[config.mk]
export PLATFORM = sky130hd
export DESIGN_NAME = tcp_seg_tx_flat
export DESIGN_NICKNAME = d
export VERILOG_FILES = /design/src/rtl/tcp_pkg.sv /design/src/rtl/tcp_seg_tx_if.sv /design/src/rtl/tcp_retx_timer.sv /design/src/rtl/tcp_seg_tx.sv /design/src/flat_wrapper.sv
export SDC_FILE = /design/constraint.sdc
export NUM_CORES = 1
export LEC_CHECK = 0
export CORE_UTILIZATION = 50
export DETAILED_ROUTE_END_ITERATION = 16
export PLACE_DENSITY_LB_ADDON = 0.12
export SLEW_MARGIN = 20
export SYNTH_ARGS = -nofsm -noshare
export SYNTH_HDL_FRONTEND = slang
export SYNTH_SLANG_ARGS = --single-unit
[constraint.sdc]
create_clock -name i_clk -period 2.7 [get_ports i_clk]
set_input_delay 0.54 -clock i_clk [delete_from_list [all_inputs] [get_ports i_clk]]
set_output_delay 0.54 -clock i_clk [all_outputs]
set_load 0.03 [all_outputs]
[src/rtl/tcp_pkg.sv]
// Shared TCP transmit definitions: header layout, flag values, segment-type
// and transmitter-state enums, and a helper that selects one header byte.
package tcp_pkg;

    localparam int unsigned TCP_HDR_BYTES = 13;
    localparam int unsigned TCP_HDR_W     = TCP_HDR_BYTES * 8;
    localparam int unsigned TCP_IDX_W     = 4;

    localparam logic [TCP_IDX_W-1:0] TCP_LAST_IDX = TCP_IDX_W'(TCP_HDR_BYTES - 1);

    localparam logic [7:0] TCP_FLAG_SYN    = 8'h02;
    localparam logic [7:0] TCP_FLAG_ACK    = 8'h10;
    localparam logic [7:0] TCP_FLAG_SYNACK = TCP_FLAG_SYN | TCP_FLAG_ACK;

    typedef enum logic [1:0] {
        SEG_SYN,
        SEG_SYNACK,
        SEG_ACK
    } seg_type_e;

    typedef enum logic [1:0] {
        ST_IDLE,
        ST_SEND,
        ST_WAIT_ACK
    } tx_state_e;

    // Header as sent on the wire, MSB (byte 0) first.
    typedef struct packed {
        logic [15:0] src_port;
        logic [15:0] dst_port;
        logic [31:0] seq;
        logic [31:0] ack;
        logic [7:0]  flags;
    } tcp_hdr_t;

    function automatic logic [7:0] seg_flags(seg_type_e t);
        logic [7:0] f;
        case (t)
            SEG_SYN:    f = TCP_FLAG_SYN;
            SEG_SYNACK: f = TCP_FLAG_SYNACK;
            SEG_ACK:    f = TCP_FLAG_ACK;
            default:    f = 8'h00;
        endcase
        return f;
    endfunction

    // Byte idx of the header, byte 0 being the most significant.
    function automatic logic [7:0] hdr_byte(tcp_hdr_t hdr, logic [TCP_IDX_W-1:0] idx);
        logic [TCP_HDR_W-1:0] sh;
        sh = TCP_HDR_W'(hdr) << {idx, 3'b000};
        return sh[TCP_HDR_W-1 -: 8];
    endfunction

endpackage

[src/rtl/tcp_seg_tx_if.sv]
// Request/stream bundle between the handshake FSM, tcp_seg_tx and the
// downstream byte sink.
//   send_syn/send_synack/send_ack : one-cycle requests
//   rx_seq                        : peer sequence number
//   ack_in                        : peer acknowledged our SYN / SYN-ACK
//   tx_data/tx_valid/tx_last      : byte stream, tx_ready from the sink
//   busy/timeout/seq_num          : status
// slave = transmitter side, master = FSM / sink side.
interface tcp_seg_tx_if;

    logic        send_syn;
    logic        send_synack;
    logic        send_ack;
    logic [31:0] rx_seq;
    logic        ack_in;
    logic        tx_ready;
    logic [7:0]  tx_data;
    logic        tx_valid;
    logic        tx_last;
    logic        busy;
    logic        timeout;
    logic [31:0] seq_num;

    modport slave (
        input  send_syn, send_synack, send_ack, rx_seq, ack_in, tx_ready,
        output tx_data, tx_valid, tx_last, busy, timeout, seq_num
    );

    modport master (
        output send_syn, send_synack, send_ack, rx_seq, ack_in, tx_ready,
        input  tx_data, tx_valid, tx_last, busy, timeout, seq_num
    );

endinterface

[src/rtl/tcp_retx_timer.sv]
// Retransmission timer: counts cycles while i_run is high and tracks how many
// retransmissions have been issued since the last new request.
//   i_clk, i_rst        : clock, synchronous active-high reset
//   i_run               : transmitter is waiting for an ack
//   i_retry_clr         : new request accepted
//   i_retry_inc         : retransmission issued
//   o_expire_c          : counter at RTO_CYCLES-1 this cycle
//   o_exhausted_c       : MAX_RETRY retransmissions already issued
module tcp_retx_timer #(
    parameter int unsigned RTO_CYCLES = 64,
    parameter int unsigned MAX_RETRY  = 3
) (
    input  logic i_clk,
    input  logic i_rst,
    input  logic i_run,
    input  logic i_retry_clr,
    input  logic i_retry_inc,
    output logic o_expire_c,
    output logic o_exhausted_c
);

    localparam int unsigned CNT_W = (RTO_CYCLES > 1) ? $clog2(RTO_CYCLES) : 1;
    localparam int unsigned RTY_W = (MAX_RETRY > 0) ? $clog2(MAX_RETRY + 1) : 1;

    logic [CNT_W-1:0] r_cnt;
    logic [RTY_W-1:0] r_retry;

    assign o_expire_c    = i_run && (r_cnt == CNT_W'(RTO_CYCLES - 1));
    assign o_exhausted_c = (r_retry == RTY_W'(MAX_RETRY));

    // Cycle counter restarts from 0 on every entry into the wait.
    always_ff @(posedge i_clk) begin
        if (i_rst || !i_run || o_expire_c) begin
            r_cnt <= '0;
        end else begin
            r_cnt <= r_cnt + CNT_W'(1);
        end
    end

    always_ff @(posedge i_clk) begin
        if (i_rst || i_retry_clr) begin
            r_retry <= '0;
        end else if (i_retry_inc) begin
            r_retry <= r_retry + RTY_W'(1);
        end
    end

endmodule

[src/rtl/tcp_seg_tx.sv]
// Serializes SYN / SYN-ACK / ACK requests into 13-byte header segments on a
// byte-wide valid/ready stream and owns the local sequence number.
//   i_clk, i_rst : clock, synchronous active-high reset
//   io_seg       : request inputs, byte stream and status (tcp_seg_tx_if.slave)
// Build option TCP_TX_RETX_EN: when defined, unacknowledged SYN / SYN-ACK
// segments are resent every RTO_CYCLES up to MAX_RETRY times, then timeout
// pulses. When undefined, WAIT_ACK waits for ack_in forever.
module tcp_seg_tx
    import tcp_pkg::*;
#(
    parameter logic [31:0] ISN        = 32'h0000_1000,
    parameter logic [15:0] SRC_PORT   = 16'h1234,
    parameter logic [15:0] DST_PORT   = 16'h0050,
    parameter int unsigned RTO_CYCLES = 64,
    parameter int unsigned MAX_RETRY  = 3
) (
    input  logic          i_clk,
    input  logic          i_rst,
    tcp_seg_tx_if.slave   io_seg
);

    localparam logic [31:0] SEQ_ACKED = ISN + 32'd1;

    tx_state_e              r_state;
    logic [TCP_IDX_W-1:0]   r_idx;
    seg_type_e              r_type;
    logic [31:0]            r_ack_num;
    logic [31:0]            r_seq_num;
    logic                   r_tx_valid;
    logic [7:0]             r_tx_data;
    logic                   r_tx_last;
    logic                   r_busy;
    logic                   r_timeout;

    tx_state_e              w_nxt_state;
    logic [TCP_IDX_W-1:0]   w_nxt_idx;
    seg_type_e              w_nxt_type;
    logic [31:0]            w_nxt_ack;
    logic [31:0]            w_nxt_seq;
    logic                   w_nxt_valid;
    logic [7:0]             w_nxt_data;
    logic                   w_nxt_last;
    logic                   w_nxt_timeout;
    tcp_hdr_t               w_nxt_hdr;
    logic                   w_retry_clr;
    logic                   w_retry_inc;
    logic                   w_expire;
    logic                   w_exhausted;

`ifdef TCP_TX_RETX_EN
    tcp_retx_timer #(
        .RTO_CYCLES (RTO_CYCLES),
        .MAX_RETRY  (MAX_RETRY)
    ) u_retx_timer (
        .i_clk         (i_clk),
        .i_rst         (i_rst),
        .i_run         (r_state == ST_WAIT_ACK),
        .i_retry_clr   (w_retry_clr),
        .i_retry_inc   (w_retry_inc),
        .o_expire_c    (w_expire),
        .o_exhausted_c (w_exhausted)
    );

    assign io_seg.timeout = r_timeout;
`else
    assign w_expire       = 1'b0;
    assign w_exhausted    = 1'b0;
    assign io_seg.timeout = 1'b0;

    logic w_unused_cfg;
    assign w_unused_cfg = ^{w_retry_clr, w_retry_inc, r_timeout,
                            32'(RTO_CYCLES), 32'(MAX_RETRY)};
`endif

    assign io_seg.tx_valid = r_tx_valid;
    assign io_seg.tx_data  = r_tx_data;
    assign io_seg.tx_last  = r_tx_last;
    assign io_seg.busy     = r_busy;
    assign io_seg.seq_num  = r_seq_num;

    // State register.
    always_ff @(posedge i_clk) begin
        if (i_rst) begin
            r_state <= ST_IDLE;
        end else begin
            r_state <= w_nxt_state;
        end
    end

    // Next state, latched segment fields and next stream outputs.
    always_comb begin
        w_nxt_state   = r_state;
        w_nxt_idx     = r_idx;
        w_nxt_type    = r_type;
        w_nxt_ack     = r_ack_num;
        w_nxt_seq     = r_seq_num;
        w_nxt_timeout = 1'b0;
        w_retry_clr   = 1'b0;
        w_retry_inc   = 1'b0;

        case (r_state)
            ST_IDLE: begin
                if (io_seg.send_syn || io_seg.send_synack || io_seg.send_ack) begin
                    w_nxt_state = ST_SEND;
                    w_nxt_idx   = '0;
                    w_retry_clr = 1'b1;
                    if (io_seg.send_syn) begin
                        w_nxt_type = SEG_SYN;
                        w_nxt_ack  = '0;
                    end else if (io_seg.send_synack) begin
                        w_nxt_type = SEG_SYNACK;
                        w_nxt_ack  = io_seg.rx_seq + 32'd1;
                    end else begin
                        w_nxt_type = SEG_ACK;
                        w_nxt_ack  = io_seg.rx_seq + 32'd1;
                    end
                end
            end
            ST_SEND: begin
                if (r_tx_valid && io_seg.tx_ready) begin
                    if (r_idx == TCP_LAST_IDX) begin
                        w_nxt_state = (r_type == SEG_ACK) ? ST_IDLE : ST_WAIT_ACK;
                    end else begin
                        w_nxt_idx = r_idx + TCP_IDX_W'(1);
                    end
                end
            end
            ST_WAIT_ACK: begin
                // An ack arriving together with expiry takes precedence.
                if (io_seg.ack_in) begin
                    w_nxt_seq   = SEQ_ACKED;
                    w_nxt_state = ST_IDLE;
                end else if (w_expire) begin
                    if (w_exhausted) begin
                        w_nxt_timeout = 1'b1;
                        w_nxt_state   = ST_IDLE;
                    end else begin
                        w_retry_inc = 1'b1;
                        w_nxt_state = ST_SEND;
                        w_nxt_idx   = '0;
                    end
                end
            end
            default: begin
                w_nxt_state = ST_IDLE;
            end
        endcase

        w_nxt_hdr.src_port = SRC_PORT;
        w_nxt_hdr.dst_port = DST_PORT;
        w_nxt_hdr.seq      = (w_nxt_type == SEG_ACK) ? SEQ_ACKED : ISN;
        w_nxt_hdr.ack      = w_nxt_ack;
        w_nxt_hdr.flags    = seg_flags(w_nxt_type);

        // Outputs follow the registered index, so they hold while stalled.
        w_nxt_valid = (w_nxt_state == ST_SEND);
        w_nxt_data  = w_nxt_valid ? hdr_byte(w_nxt_hdr, w_nxt_idx) : 8'h00;
        w_nxt_last  = w_nxt_valid && (w_nxt_idx == TCP_LAST_IDX);
    end

    // Datapath and output registers.
    always_ff @(posedge i_clk) begin
        if (i_rst) begin
            r_idx      <= '0;
            r_type     <= SEG_SYN;
            r_ack_num  <= '0;
            r_seq_num  <= ISN;
            r_tx_valid <= 1'b0;
            r_tx_data  <= 8'h00;
            r_tx_last  <= 1'b0;
            r_busy     <= 1'b0;
            r_timeout  <= 1'b0;
        end else begin
            r_idx      <= w_nxt_idx;
            r_type     <= w_nxt_type;
            r_ack_num  <= w_nxt_ack;
            r_seq_num  <= w_nxt_seq;
            r_tx_valid <= w_nxt_valid;
            r_tx_data  <= w_nxt_data;
            r_tx_last  <= w_nxt_last;
            r_busy     <= (w_nxt_state != ST_IDLE);
            r_timeout  <= w_nxt_timeout;
        end
    end

endmodule

[src/flat_wrapper.sv]
// flat-port wrapper written by rule: the top's interface ports become plain ports
module tcp_seg_tx_flat import tcp_pkg::*;
#(
    parameter logic [31:0] ISN        = 32'h0000_1000,
    parameter logic [15:0] SRC_PORT   = 16'h1234,
    parameter logic [15:0] DST_PORT   = 16'h0050,
    parameter int unsigned RTO_CYCLES = 64,
    parameter int unsigned MAX_RETRY  = 3
)
  (i_clk, i_rst, io_seg_send_syn, io_seg_send_synack, io_seg_send_ack, io_seg_rx_seq, io_seg_ack_in, io_seg_tx_ready, io_seg_tx_data, io_seg_tx_valid, io_seg_tx_last, io_seg_busy, io_seg_timeout, io_seg_seq_num);
  tcp_seg_tx_if io_seg_i ();
  input  logic i_clk;
  input  logic i_rst;
  input wire logic [$bits(io_seg_i.send_syn)-1:0] io_seg_send_syn;
  input wire logic [$bits(io_seg_i.send_synack)-1:0] io_seg_send_synack;
  input wire logic [$bits(io_seg_i.send_ack)-1:0] io_seg_send_ack;
  input wire logic [$bits(io_seg_i.rx_seq)-1:0] io_seg_rx_seq;
  input wire logic [$bits(io_seg_i.ack_in)-1:0] io_seg_ack_in;
  input wire logic [$bits(io_seg_i.tx_ready)-1:0] io_seg_tx_ready;
  output wire logic [$bits(io_seg_i.tx_data)-1:0] io_seg_tx_data;
  output wire logic [$bits(io_seg_i.tx_valid)-1:0] io_seg_tx_valid;
  output wire logic [$bits(io_seg_i.tx_last)-1:0] io_seg_tx_last;
  output wire logic [$bits(io_seg_i.busy)-1:0] io_seg_busy;
  output wire logic [$bits(io_seg_i.timeout)-1:0] io_seg_timeout;
  output wire logic [$bits(io_seg_i.seq_num)-1:0] io_seg_seq_num;
  assign io_seg_i.send_syn = io_seg_send_syn;
  assign io_seg_i.send_synack = io_seg_send_synack;
  assign io_seg_i.send_ack = io_seg_send_ack;
  assign io_seg_i.rx_seq = io_seg_rx_seq;
  assign io_seg_i.ack_in = io_seg_ack_in;
  assign io_seg_i.tx_ready = io_seg_tx_ready;
  assign io_seg_tx_data = io_seg_i.tx_data;
  assign io_seg_tx_valid = io_seg_i.tx_valid;
  assign io_seg_tx_last = io_seg_i.tx_last;
  assign io_seg_busy = io_seg_i.busy;
  assign io_seg_timeout = io_seg_i.timeout;
  assign io_seg_seq_num = io_seg_i.seq_num;
  tcp_seg_tx #(.ISN(ISN), .SRC_PORT(SRC_PORT), .DST_PORT(DST_PORT), .RTO_CYCLES(RTO_CYCLES), .MAX_RETRY(MAX_RETRY)) u_core (.i_clk(i_clk), .i_rst(i_rst), .io_seg(io_seg_i));
endmodule
==> After elaboration in Yosys (flattened, before gate mapping) <==
Cells that the tools add are included.
{ "word_totals": {"regBits": 52, "out_inout_bits": 44, "word_cells": 49} }
{ "classes": {"n_addsub": 2, "eq_ne": 8, "shift": 1, "muxes": 19, "bitwise": 1, "n_reduce_logical": 9} }
{ "op_table": {"columns": ["cell", "count"], "rows": [
  ["left shift 101 x 7 -> 104 bit", 1],
  ["two-way mux 32 bit", 3],
  ["adder 32 x 1 -> 32 bit (second input constant)", 1],
  ["two-way mux 2 bit", 9],
  ["case mux 5 bit (3 select lines)", 1],
  ["two-way mux 4 bit", 3],
  ["equality test 4 bit (second input constant)", 2],
  ["case mux 4 bit (2 select lines)", 1],
  ["equality test 2 x 1 -> 1 bit (second input constant)", 3],
  ["equality test 2 bit (second input constant)", 3],
  ["case mux 2 bit (3 select lines)", 1],
  ["adder 4 x 1 -> 4 bit (second input constant)", 1],
  ["logical NOT 2 bit", 2],
  ["logical AND 1 bit", 2],
  ["logical OR 1 bit", 2],
  ["AND reduction 2 bit", 1],
  ["nonzero test 2 bit", 1],
  ["OR reduction 2 bit", 1],
  ["two-way mux 1 bit", 1],
  ["NOT 1 bit", 1]
]} }

==> Longest topological paths before layout <==
{ "logic_depth": {"depth_word": 8, "depth_mapped": 11, "ltp_nobuf": 9} }

==> Worst setup path after synthesis <==
OpenSTA, ideal clock, no wires.
{ "synth_path": {"kind": "flip-flop to flip-flop", "from": "register u_core.r_idx[0]", "to": "register u_core.r_tx_data[2], in the netlist u_core.io_seg.tx_data[2]", "setup_ns": 0.122, "arrival_time_ns": 2.113, "required_ns": 2.578, "path_slack_ns": 0.466, "path_stages_with_launch": 10, "cell_sequence": "dfxtp_1 -> clkbuf_1 -> inv_1 -> ha_1 -> nand3_1 -> nand2_1 -> xnor2_1 -> clkbuf_1 -> a31oi_1 -> o311a_1"} }
{ "synth_via": {"elab_chain_cells": 7, "word_cells_on_any_way": 13, "classes_between": "1 x add/sub; 2 x eq/ne; 1 x shift; 7 x mux; 1 x bitwise; 1 x reduce/logical"} }
{ "synth_lines": {"columns": ["item", "line_no", "rtl"], "rows": [
  ["start, declared", "tcp_seg_tx.sv:25", "logic [TCP_IDX_W-1:0] r_idx;"],
  ["start signal, assigned", "tcp_seg_tx.sv:174", "r_idx <= w_nxt_idx;"],
  ["branches (longest 7 deep; another with adder 4 x 1 -> 4 bit)", null, null],
  ["end signal, assigned", "tcp_seg_tx.sv:179", "r_tx_data <= w_nxt_data;"],
  ["end, declared", "tcp_seg_tx.sv:30", "logic [7:0] r_tx_data;"]
]} }
Parallel ways; which one is timed is not known.
A chain may end at the register's enable or synchronous reset.

==> Worst setup path in the final report <==
{ "layout_path": {"from": "input io_seg_rx_seq[8]", "to": "register u_core.r_tx_data[7], in the netlist u_core.io_seg.tx_data[7]"} }
{ "layout_via": {"elab_chain_cells": 5} }
{ "layout_lines": {"columns": ["item", "line_no", "rtl"], "rows": [
  ["start, declared", "flat_wrapper.sv:17", "input wire logic [$bits(io_seg_i.rx_seq)-1:0] io_seg_rx_seq;"],
  ["adder 32 x 1 -> 32 bit", "tcp_seg_tx.sv:112, tcp_seg_tx.sv:115", null],
  ["two-way mux 32 bit", "tcp_seg_tx.sv:107", "if (io_seg.send_syn) begin"],
  ["two-way mux 32 bit", "tcp_seg_tx.sv:103", "if (io_seg.send_syn || io_seg.send_synack || io_seg.send_ack) begin"],
  ["two-way mux 32 bit", "tcp_seg_tx.sv:101", "case (r_state)"],
  ["left shift 101 x 7 -> 104 bit", "tcp_pkg.sv:50", "sh = TCP_HDR_W'(hdr) << {idx, 3'b000};"]
]} }
Every way passes these cells.

==> flow_summary.json <==
{
  "worstSkewPairLatency_ns": 0.30,
  "synth.ff_latch_count": 52,
  "drc_errors": 0,
  "max_freq_mhz": 406,
  "antenna_cells": 0,
  "worstMarginPinSlew_ns": 0.495,
  "root_buffer": "clkbuf_8",
  "fin_crit_sh": 0.913,
  "grtUsageTotal": 0.259,
  "synth_edf_count": 0,
  "cp-start-kind": "input port",
  "ioPinCount": 83,
  "cp_cell_sequence": "clkdlybuf4s50_1, nand4_4, nor4_1, buf_4, nand4_1, mux2i_1, nor2_1, o31a_1",
  "grt_max_degree": 41,
  "rsz0062_at_grt": "false",
  "cts_max_level": 2,
  "grt_pass1_vias": 2738,
  "drive_above_1_share": 0.161,
  "power_mw": 1.69,
  "finalHoldViolations": 0,
  "hold_end": "u_core.r_ack_num[15]",
  "syn_to_final_growth_pct": 27.7,
  "row_count": 29,
  "fp.coreArea_mm2": 0.00631,
  "first_iter_violations": 162,
  "hold_ws_ns": 0.468,
  "cts_resized": 0,
  "ctsHoldBuffers": 0,
  "gp_congestion": 0.916,
  "cts_setup_buffers": 0,
  "vias_per_cell": 5.48,
  "timing.hold.worst.class": "reg -> reg",
  "period_minus_slack_ns": 2.46,
  "ys.flop_type": "dfxtp_1",
  "hp-start": "u_core.r_ack_num[15]",
  "grt_pass1_wl_um": 13300,
  "cellPowerDensity_mw_per_mm2": 408,
  "rrSetupSlack_ns": 0.28,
  "nets": 540,
  "hold_path_depth": 2,
  "first_pass_iters": 4,
  "cts.sinks": 52,
  "clk_path_buf_depth": 2,
  "syn-instance-count": 403,
  "die_h_um": 82.6,
  "cp-end-kind": "flip-flop",
  "cts_tree": "yes",
  "grt_antenna_before_repair": 0,
  "drt-wirelength-per-cell_um": 14.6,
  "synth_cell_type_count": 61,
  "avgSynthCellArea_um2": 8.06,
  "seqCellArea_mm2": 0.00104,
  "initial_core_util": 0.514,
  "async_reset_ff_frac": 0,
  "reg2regPathDepth": 9,
  "totalWireLength_um": 8380,
  "worstPathMaxFanout": 4,
  "multiInputGateArea_mm2": 0.00193,
  "die_width_um": 82.6,
  "setup_tns_ns": 0,
  "ir_worst_vdd_uv": 287,
  "grt_overflow": 0,
  "io_buffers": 50,
  "place_hpwl_um": 6820,
  "r2r-end": "u_core.io_seg.tx_data[0]",
  "synth.cell_area_mm2": 0.00325,
  "fin_skew_ns": 0.00434,
  "cts_made_buffers": 5,
  "drtAntennaViolNets": 0,
  "cp_slowest_stage_delay_ns": 0.53,
  "r2r-start": "u_core.r_idx[0]",
  "synth-seq-area-share": 0.320,
  "drv_cap": 0,
  "fill_cells": 579,
  "die-area_mm2": 0.00682,
  "critical-path-slowest-cell": "clkdlybuf4s50_1",
  "cp_data_required_time_ns": 2.89,
  "route.vias.total": 3139,
  "critical_path_class": "in -> reg",
  "ys_warn_count": 0,
  "outcome": "finished, final reports clean",
  "cp.arrival_ns": 2.65,
  "maxSlewHeadroom": 0.668,
  "slew_violations": 0,
  "setup_viol": 0,
  "p_leak_nw": 1.66,
  "clk_pin_slew_worst_paths_ns": 0.08
}
## Yosys cell counts, types with 3 or more instances
library cell,n,area [um^2]
buf_4,32,240
inv_1,12,45.0
nand2_1,37,139
a31oi_1,3,18.8
a221oi_1,3,26.3
nand4_1,17,106
xnor2_1,22,193
ha_1,5,62.6
a21oi_1,17,85.1
o211ai_1,4,30.0
nand2b_1,3,18.8
o21ai_0,14,70.1
mux2i_1,4,40.0
mux2_2,3,33.8
clkbuf_1,13,48.8
xor2_1,6,52.6
dfxtp_1,52,1040
nor2b_1,3,18.8
and2_1,4,25.0
nor4_1,9,56.3
and4_1,3,26.3
nor3_1,8,40.0
a22oi_1,23,173
nor2_1,40,150
and3_1,5,31.3
nand3_1,16,80.1
## area by class of cell
type	count	area share
sequential	52	0.251
clock buffer	7	0.0232
timing repair buffer	108	0.226
tap	77	0.0232
multi-input combinational	317	0.466
inverter	12	0.0109
## sequential cells by signal, indices dropped and copies added, names as in the netlist
name / count
u_core.io_seg.tx_last: 1
u_core.io_seg.tx_valid: 1
u_core.r_ack_num: 32
u_core.r_idx: 4
u_core.io_seg.busy: 1
u_core.r_state: 2
u_core.io_seg.seq_num: 1
u_core.io_seg.tx_data: 8
u_core.r_type: 2
## worst max path at each step
stage / depth (start not counted) / slack [ns] / startpoint / to
6_report: 8 / 0.24 / io_seg_rx_seq[8] / u_core.io_seg.tx_data[7]
5_1_grt: 8 / 0.10 / io_seg_rx_seq[8] / u_core.io_seg.tx_data[7]
4_1_cts: 8 / 0.21 / io_seg_rx_seq[8] / u_core.io_seg.tx_data[7]
3_5_place_dp: 8 / -0.1 / io_seg_rx_seq[8] / u_core.io_seg.tx_data[7]
3_3_place_gp: 8 / -0.09 / io_seg_rx_seq[7] / u_core.io_seg.tx_data[7]
2_1_floorplan: 9 / 0.47 / u_core.r_idx[0] / u_core.io_seg.tx_data[2]
## stage by stage
step,std cells,setup slack (ns),utilization,area [um^2]
after floorplan,433,0.466,-,3360
after global placement,566,-0.0927,0.641,4050
after detailed placement,566,-0.0990,0.641,4050
after CTS,573,0.205,0.657,4150
after global routing,573,0.101,0.657,4150
final,573,0.236,0.657,4150
## per-layer routing
layer	vias to the layer above	share of wire	track usage
met2	94	0.49	0.459
met1	1453	0.44	0.312
li1	1575	-	-
met3	17	0.042	0.0418
met5	-	0	0
met4	0	0.026	0.100
## report_power, final
group	total (mW)	switching (mW)	internal, mW
Clock	0.463	0.235	0.228
Sequential	0.816	0.0185	0.798
Combinational	0.412	0.240	0.172
## worst max-delay path, delay by kind of cell
kind	cells	cell delay [ns]
and+or+nand+nor	4	0.79
AOI/OAI and AO/OA	1	0.25
muxes	1	0.37
buffers and inverters	2	0.71
## placed cells by master (no fill, tap or decap), types with 6 or more instances in the layout
master           count
buf_4               58
dfxtp_1             52
clkdlybuf4s50_1     50
nor2_1              40
nand2_1             37
conb_1              32
a22oi_1             23
xnor2_1             22
nand4_1             17
a21oi_1             17
nand3_1             16
o21ai_0             14
inv_1               12
nor4_1               9
nor3_1               8
clkbuf_8             7
xor2_1               6
## cell families (layout without fill, tap and decap cells)
kind of cell             after synthesis  in the layout  share of synthesized area
AO/OA/AOI/OAI                         88             88                      0.188
XOR/XNOR                              28             28                     0.0755
adder cells (fa/ha/maj)                5              5                     0.0193
buffers and inverters                 64            127                      0.119
flip-flops                            52             52                      0.320
multiplexers                           7              7                     0.0227
other                                  2             32                    0.00231
AND/OR/NAND/NOR                      157            157                      0.253
Note: power is estimated with default switching activity, not from simulation.
